$ cat src/rtl/prio_bitscan_enc.sv
// prio_bitscan_enc: serialises a multi-hot request vector into a stream of set-bit indices.
// Optional macro PRIO_BITSCAN_LAST_EN adds last_o marking the final index of each vector.
module prio_bitscan_enc #(
    parameter int N = 8,
    localparam int W = $clog2(N),
    parameter int MODE = 0
) (
    input  logic         clk,
    input  logic         rst_n,
    input  logic [N-1:0] req_i,
    input  logic         req_valid_i,
    output logic         req_ready_o,
    output logic [W-1:0] idx_o,
    output logic         out_valid_o,
    input  logic         out_ready_i
`ifdef PRIO_BITSCAN_LAST_EN
    ,
    output logic         last_o
`endif
);
    typedef enum logic {IDLE, SCAN} state_t;
    state_t state;
    logic [N-1:0] pending, nxt_pend;
    logic [W-1:0] rr_ptr, nxt_ptr, first_idx, nxt_idx;
    // MODE 0 takes the highest set bit; MODE 1 the lowest at/after p, else the lowest overall
    function automatic logic [W-1:0] pick(input logic [N-1:0] v, input logic [W-1:0] p);
        logic [W-1:0] lo, hi, top;
        logic hit;
        lo = '0;
        hi = '0;
        top = '0;
        hit = 1'b0;
        for (int i = N - 1; i >= 0; i--) begin
            if (v[i]) lo = W'(i);
            if (v[i] && W'(i) >= p) begin
                hi = W'(i);
                hit = 1'b1;
            end
        end
        for (int i = 0; i < N; i++) if (v[i]) top = W'(i);
        return MODE == 0 ? top : (hit ? hi : lo);
    endfunction
    assign nxt_pend = pending & ~(N'(1) << idx_o);
    assign nxt_ptr = idx_o == W'(N - 1) ? '0 : idx_o + 1'b1;
    assign first_idx = pick(req_i, rr_ptr);
    assign nxt_idx = pick(nxt_pend, nxt_ptr);
    always_ff @(posedge clk) begin
        if (!rst_n) begin
            state <= IDLE;
            pending <= '0;
            rr_ptr <= '0;
            req_ready_o <= 1'b0;
            out_valid_o <= 1'b0;
            idx_o <= '0;
`ifdef PRIO_BITSCAN_LAST_EN
            last_o <= 1'b0;
`endif
        end else if (state == IDLE) begin
            req_ready_o <= 1'b1;
            if (req_valid_i && req_ready_o && |req_i) begin
                pending <= req_i;
                idx_o <= first_idx;
                out_valid_o <= 1'b1;
                req_ready_o <= 1'b0;
                state <= SCAN;
`ifdef PRIO_BITSCAN_LAST_EN
                last_o <= $onehot(req_i);
`endif
            end
        end else if (out_ready_i) begin
            pending <= nxt_pend;
            rr_ptr <= nxt_ptr;
            if (|nxt_pend) begin
                idx_o <= nxt_idx;
`ifdef PRIO_BITSCAN_LAST_EN
                last_o <= $onehot(nxt_pend);
`endif
            end else begin
                out_valid_o <= 1'b0;
                req_ready_o <= 1'b1;
                state <= IDLE;
`ifdef PRIO_BITSCAN_LAST_EN
                last_o <= 1'b0;
`endif
            end
        end
    end
endmodule

$ cat config.mk
export PLATFORM = sky130hd
export DESIGN_NAME = prio_bitscan_enc
export DESIGN_NICKNAME = d
export VERILOG_FILES = /design/src/rtl/prio_bitscan_enc.sv
export SDC_FILE = /design/constraint.sdc
export NUM_CORES = 1
export LEC_CHECK = 0
export ABC_CLOCK_PERIOD_IN_PS = 3900
export CORE_UTILIZATION = 25
export DETAILED_ROUTE_END_ITERATION = 10
export DONT_BUFFER_PORTS = 1
export PLACE_DENSITY = 0.44
export SLEW_MARGIN = 20
export SYNTH_ARGS = -nofsm -noshare
export SYNTH_HDL_FRONTEND = slang
export SYNTH_SLANG_ARGS = --single-unit
$ cat constraint.sdc
create_clock -name clk -period 3.9 [get_ports clk]
set_input_delay 0.39 -clock clk [delete_from_list [all_inputs] [get_ports clk]]
set_output_delay 0.39 -clock clk [all_outputs]
set_load 0.1 [all_outputs]
# Word-level counts from Yosys, hierarchy flattened
# Index checks and enable logic that the tools add are counted.
totals:
  input_bits: 12
  word_cells: 53
  regBits: 14
op_classes:
  n_reduce_logical: 9
  eq_ne: 3
  shift: 1
  mux: 33
  bitwise: 2
ops:
  columns: ["cell", "count"]
  rows:
  - ["3-bit 2-to-1 mux", 16]
  - ["8-bit 2-to-1 mux", 3]
  - ["8-bit OR reduction", 2]
  - ["1-bit 2-to-1 mux", 14]
  - ["8-bit AND", 1]
  - ["8-bit NOT", 1]
  - ["1-bit by 3-bit left shift with 8-bit output, first input constant", 1]
  - ["3-bit AND reduction", 2]
  - ["2-bit inequality test, second input constant", 2]
  - ["2-bit AND reduction", 2]
  - ["1-bit logical AND", 2]
  - ["2-bit by 1-bit inequality test with 1-bit output, second input constant", 1]
  - ["2-bit nonzero test", 1]

# Longest topological paths before layout
logic_depth:
  word_depth: 13
  ltp_mapped: 7
  mapped_depth_nobuf: 5

# Worst setup path before layout
# Ideal clock, no wire load.
synth_timing:
  path_type: "register to register"
  start: "reg idx_o[1]"
  end: "reg idx_o[1]"
  setup_slack_ps: 1483
  synth_period_minus_slack_ps: 2417
  arrival_time_ps: 2299
  stages_incl_launch_ff: 7
  cell_sequence: "dfxtp_1 buf_4 or4b_4 o311ai_4 a41oi_2 or2_4 mux2i_1"
synth_between:
  elab_chain_cells: 12
  elab_cells_between_ends: 15
synth_rtl:
  columns: ["element", "line_no", "source"]
  rows:
  - ["from (decl)", "13", "output logic [W-1:0] idx_o,"]
  - ["from (signal assigned)", "62", "idx_o <= first_idx;"]
  - ["from (signal assigned)", "74", "idx_o <= nxt_idx;"]
  - ["1-bit by 3-bit left shift with 8-bit output (*)", "43", "assign nxt_pend = pending & ~(N'(1) << idx_o);"]
  - ["8-bit NOT (*)", "43", null]
  - ["8-bit AND (*)", "43", null]
  - ["3-bit 2-to-1 mux (6 in series)", "40", "for (int i = 0; i < N; i++) if (v[i]) top = W'(i);"]
  - ["3-bit 2-to-1 mux", "73", "if (|nxt_pend) begin"]
  - ["3-bit 2-to-1 mux", "70", "end else if (out_ready_i) begin"]
  - ["3-bit 2-to-1 mux", "58", "end else if (state == IDLE) begin"]
# Mark *: on every way between the ends. The rest lies on a longest branch, timed or not. The select of a mux whose other input is x is not followed.
# A chain may end at the register's enable or synchronous reset.

# Final worst setup path
layout_timing:
  start: "reg idx_o[2]"
  end: "reg state"
layout_between:
  elab_chain_cells: 7
layout_rtl:
  columns: ["element", "line_no", "source"]
  rows:
  - ["1-bit by 3-bit left shift with 8-bit output", "43", null]
  - ["8-bit NOT", "43", null]
  - ["8-bit AND", "43", null]
  - ["8-bit OR reduction", "73", null]
  - ["1-bit 2-to-1 mux", "73", null]
  - ["1-bit 2-to-1 mux", "70", null]
  - ["1-bit 2-to-1 mux", "58", null]
  - ["to (signal assigned)", "49", "state <= IDLE;"]
  - ["to (signal assigned)", "65", "state <= SCAN;"]
  - ["to (signal assigned)", "81", "state <= IDLE;"]
  - ["to (decl)", "22", "state_t state;"]
# No other way between the ends.

==> flow_summary_export.csv <==
group,metric,value,unit
synth,yosysSeqAreaShare,0.294,
clocking,insertion_delay,0.25,ns
timing,fmax,0.484,GHz
worst_setup_path,cp-endpoint,"state",
detailed_routing,vias,954,
synth,synth.distinct_cells,42,
global_route,grt_usage,0.140,
global_route,grt_pass1_vias,882,
detailed_routing,dr.pass1.iters,4,
synth,async_flop_share,0,
synth,synth_edf_count,0,
worst_setup_path,crit_start,"idx_o[2]",
pwr,leakage,0.355,nW
worst_hold_path,hold_class,"in2reg",
worst_setup_path,r2r_cells,6,
worst_setup_path,crit_arrival,2.19,ns
synth,yosysTopAreaCell,"dfxtp_1",
worst_setup_path,crit_type,"reg2reg",
clocking,numClockSinks,14,
job,cap_violations,0,
clocking,holdBufCountCts,0,
place,placedInstanceArea,1020,µm²
clocking,numCtsBuffers,3,
detailed_routing,wl_per_cell,15.0,µm
synth,synth_nets,138,
pwr,clkPwrFrac,0.327,
place,dp_hpwl,2000,µm
timing,skew,0.00380,ns
worst_setup_path,r2r_end,"state",
clocking,clk_pin_slew_worst_paths,0.06,ns
worst_setup_path,r2r_slack,1.83,ns
worst_setup_path,critPathCaptureType,"flip-flop",
die,die_y,63.7,µm
clocking,htree_levels,1,
place,routabilityCongestion,0.820,
place,io_buffers,0,
global_route,grt_max_degree,19,
timing,slew_headroom,0.355,
cells_and_area,area_growth_syn_to_layout,12.5,%
synth,ys_seq_elements,14,
detailed_routing,drc,0,
timing,final.period_utilization,0.530,
detailed_routing,drtIter0Drc,57,
die,dieArea,4060,µm²
pwr,pwr-share-seq,0.400,
synth,synthCells,126,
global_route,grt_pass1_wl,4350,µm
worst_hold_path,min_path_cells,1,
cells_and_area,fin_nets,141,
timing,hold_slack,0.268,ns
cells_and_area,n_antenna_cell,0,
clocking,clockBufferDepth,2,
synth,synth_top_cell_area_share,0.294,
clocking,cts_tree,"done",
synth,yosys_warnings,0,
timing,worst_pin_slew,0.966,ns
detailed_routing,avgViaCountPerCell,5.42,
die,row_count,22,
worst_setup_path,reg2reg_from,"idx_o[2]",
pwr,p_int,0.282,mW
clocking,cts_root_buf,"clkbuf_8",
pwr,irDropWorstVdd,0.186,mV
timing,hold_viol,0,
worst_setup_path,path_max_fanout,10,
timing,setup-tns-final,0,ns
cells_and_area,post-route-util,0.293,
synth,avgSynthCellArea,7.56,µm²
clocking,post_cts_buffers,0,
detailed_routing,drt.antenna.violating_nets,0,
detailed_routing,wirelength,2640,µm
clocking,cts_resized,0,
cells_and_area,layout_common_cells,"18 x a21oi_1, 15 x nand2_1, 14 x dfxtp_1",
cells_and_area,design_area,1070,µm²
die,die_w,63.7,µm
worst_setup_path,cp-start-kind,"flip-flop",
pwr,p_per_area,416,nW/µm²
pwr,swShare,0.366,
timing,rsz0062_at_grt,"false",
synth,netlist_area,952,µm²
synth,synth.area.top_cells,"dfxtp_1 29%, a21oi_1 9.5%, o21ai_0 6.3%",
timing,maxSlewViolCount,0,
outcome,outcome,"completed",
die,coreArea,3660,µm²
timing,fin_crit,2.07,ns
global_route,grt_remaining_overflow,0,
die,ios,17,
pwr,p_comb_frac,0.273,
global_route,antenna_found_initial,0,
cells_and_area,drive_above_1_share,0.133,
die,initial_core_util,0.260,
timing,finalSetupViolations,0,
worst_setup_path,required,4.02,ns
cells_and_area,final_common_cell,"a21oi_1",
pwr,p_sw,0.163,mW
synth,synth-main-ff-cell,"dfxtp_1",
worst min path at each step:
stage               startpoint          end  slack [ns]
finish                   rst_n  req_ready_o        0.27
global route             rst_n  req_ready_o        0.27
CTS                      rst_n  req_ready_o        0.26
detailed placement  pending[0]   pending[0]        0.51
global placement    pending[7]   pending[7]        0.50
floorplan           pending[0]   pending[0]        0.46
through the flow:
stage	total power, mW	instances	setup slack, ns
2_1_floorplan	0.278	126	1.48
3_3_place_gp	0.302	172	1.95
3_5_place_dp	0.302	172	1.87
4_1_cts	0.449	176	1.86
5_1_grt	0.468	176	1.65
6_report	0.445	176	1.83
cell type report:
| class | count | area (µm²) |
|---|---|---|
| fill | 407 | 2590 |
| multi-input combinational | 99 | 616 |
| sequential | 14 | 280 |
| tap | 48 | 60.1 |
| clock buffer | 4 | 55.1 |
| timing repair buffer | 5 | 37.5 |
| inverter | 6 | 22.5 |
power groups by stage:
| stage | Combinational (mW) | Clock, mW | Sequential [mW] |
|---|---|---|---|
| finish | 0.121 | 0.146 | 0.178 |
| global route | 0.132 | 0.156 | 0.180 |
| CTS | 0.121 | 0.150 | 0.178 |
| detailed placement | 0.121 | 0 | 0.181 |
| global placement | 0.122 | 0 | 0.180 |
| floorplan | 0.0748 | 0 | 0.203 |
critical path: stages, from the launching register on:
cell     delay [ns]
dfxtp_1        0.51
buf_4          0.39
nor4b_1        0.25
or3_1          0.24
nand4_1        0.16
o21ai_0        0.28
a21oi_1        0.11
registers in the layout, indices dropped and copies added, names as in the netlist:
register / count
pending: 8
out_valid_o: 1
state: 1
req_ready_o: 1
idx_o: 3
cell families (layout without fill, tap and decap cells):
logic type             after synthesis  count (layout)  synth area share
buffers and inverters               13              15            0.0591
AO/OA/AOI/OAI                       50              50             0.360
multiplexers                         1               1            0.0105
flip-flops                          14              14             0.294
AND/OR/NAND/NOR                     48              48             0.276
cell usage after synthesis, types with 2 or more instances:
| cell type | n |
|---|---|
| o21ai_0 | 12 |
| nand3_1 | 2 |
| nor2_1 | 7 |
| dfxtp_1 | 14 |
| buf_2 | 3 |
| or3_1 | 2 |
| nor2b_1 | 3 |
| nor4_1 | 4 |
| a31oi_1 | 3 |
| clkbuf_1 | 3 |
| or2_2 | 2 |
| o31ai_1 | 2 |
| a21oi_1 | 18 |
| inv_1 | 5 |
| nand2b_1 | 3 |
| nor3_1 | 2 |
| nand2_1 | 15 |
| a211o_1 | 2 |
metal layers:
layer	vias to the layer above	global-route usage	wire length [µm]
met5	-	0	0
met4	0	0.0341	21
met3	2	0.0580	170
met2	29	0.191	1090
met1	452	0.200	1360
li1	471	-	-
Note: power is estimated with default switching activity, not from simulation.
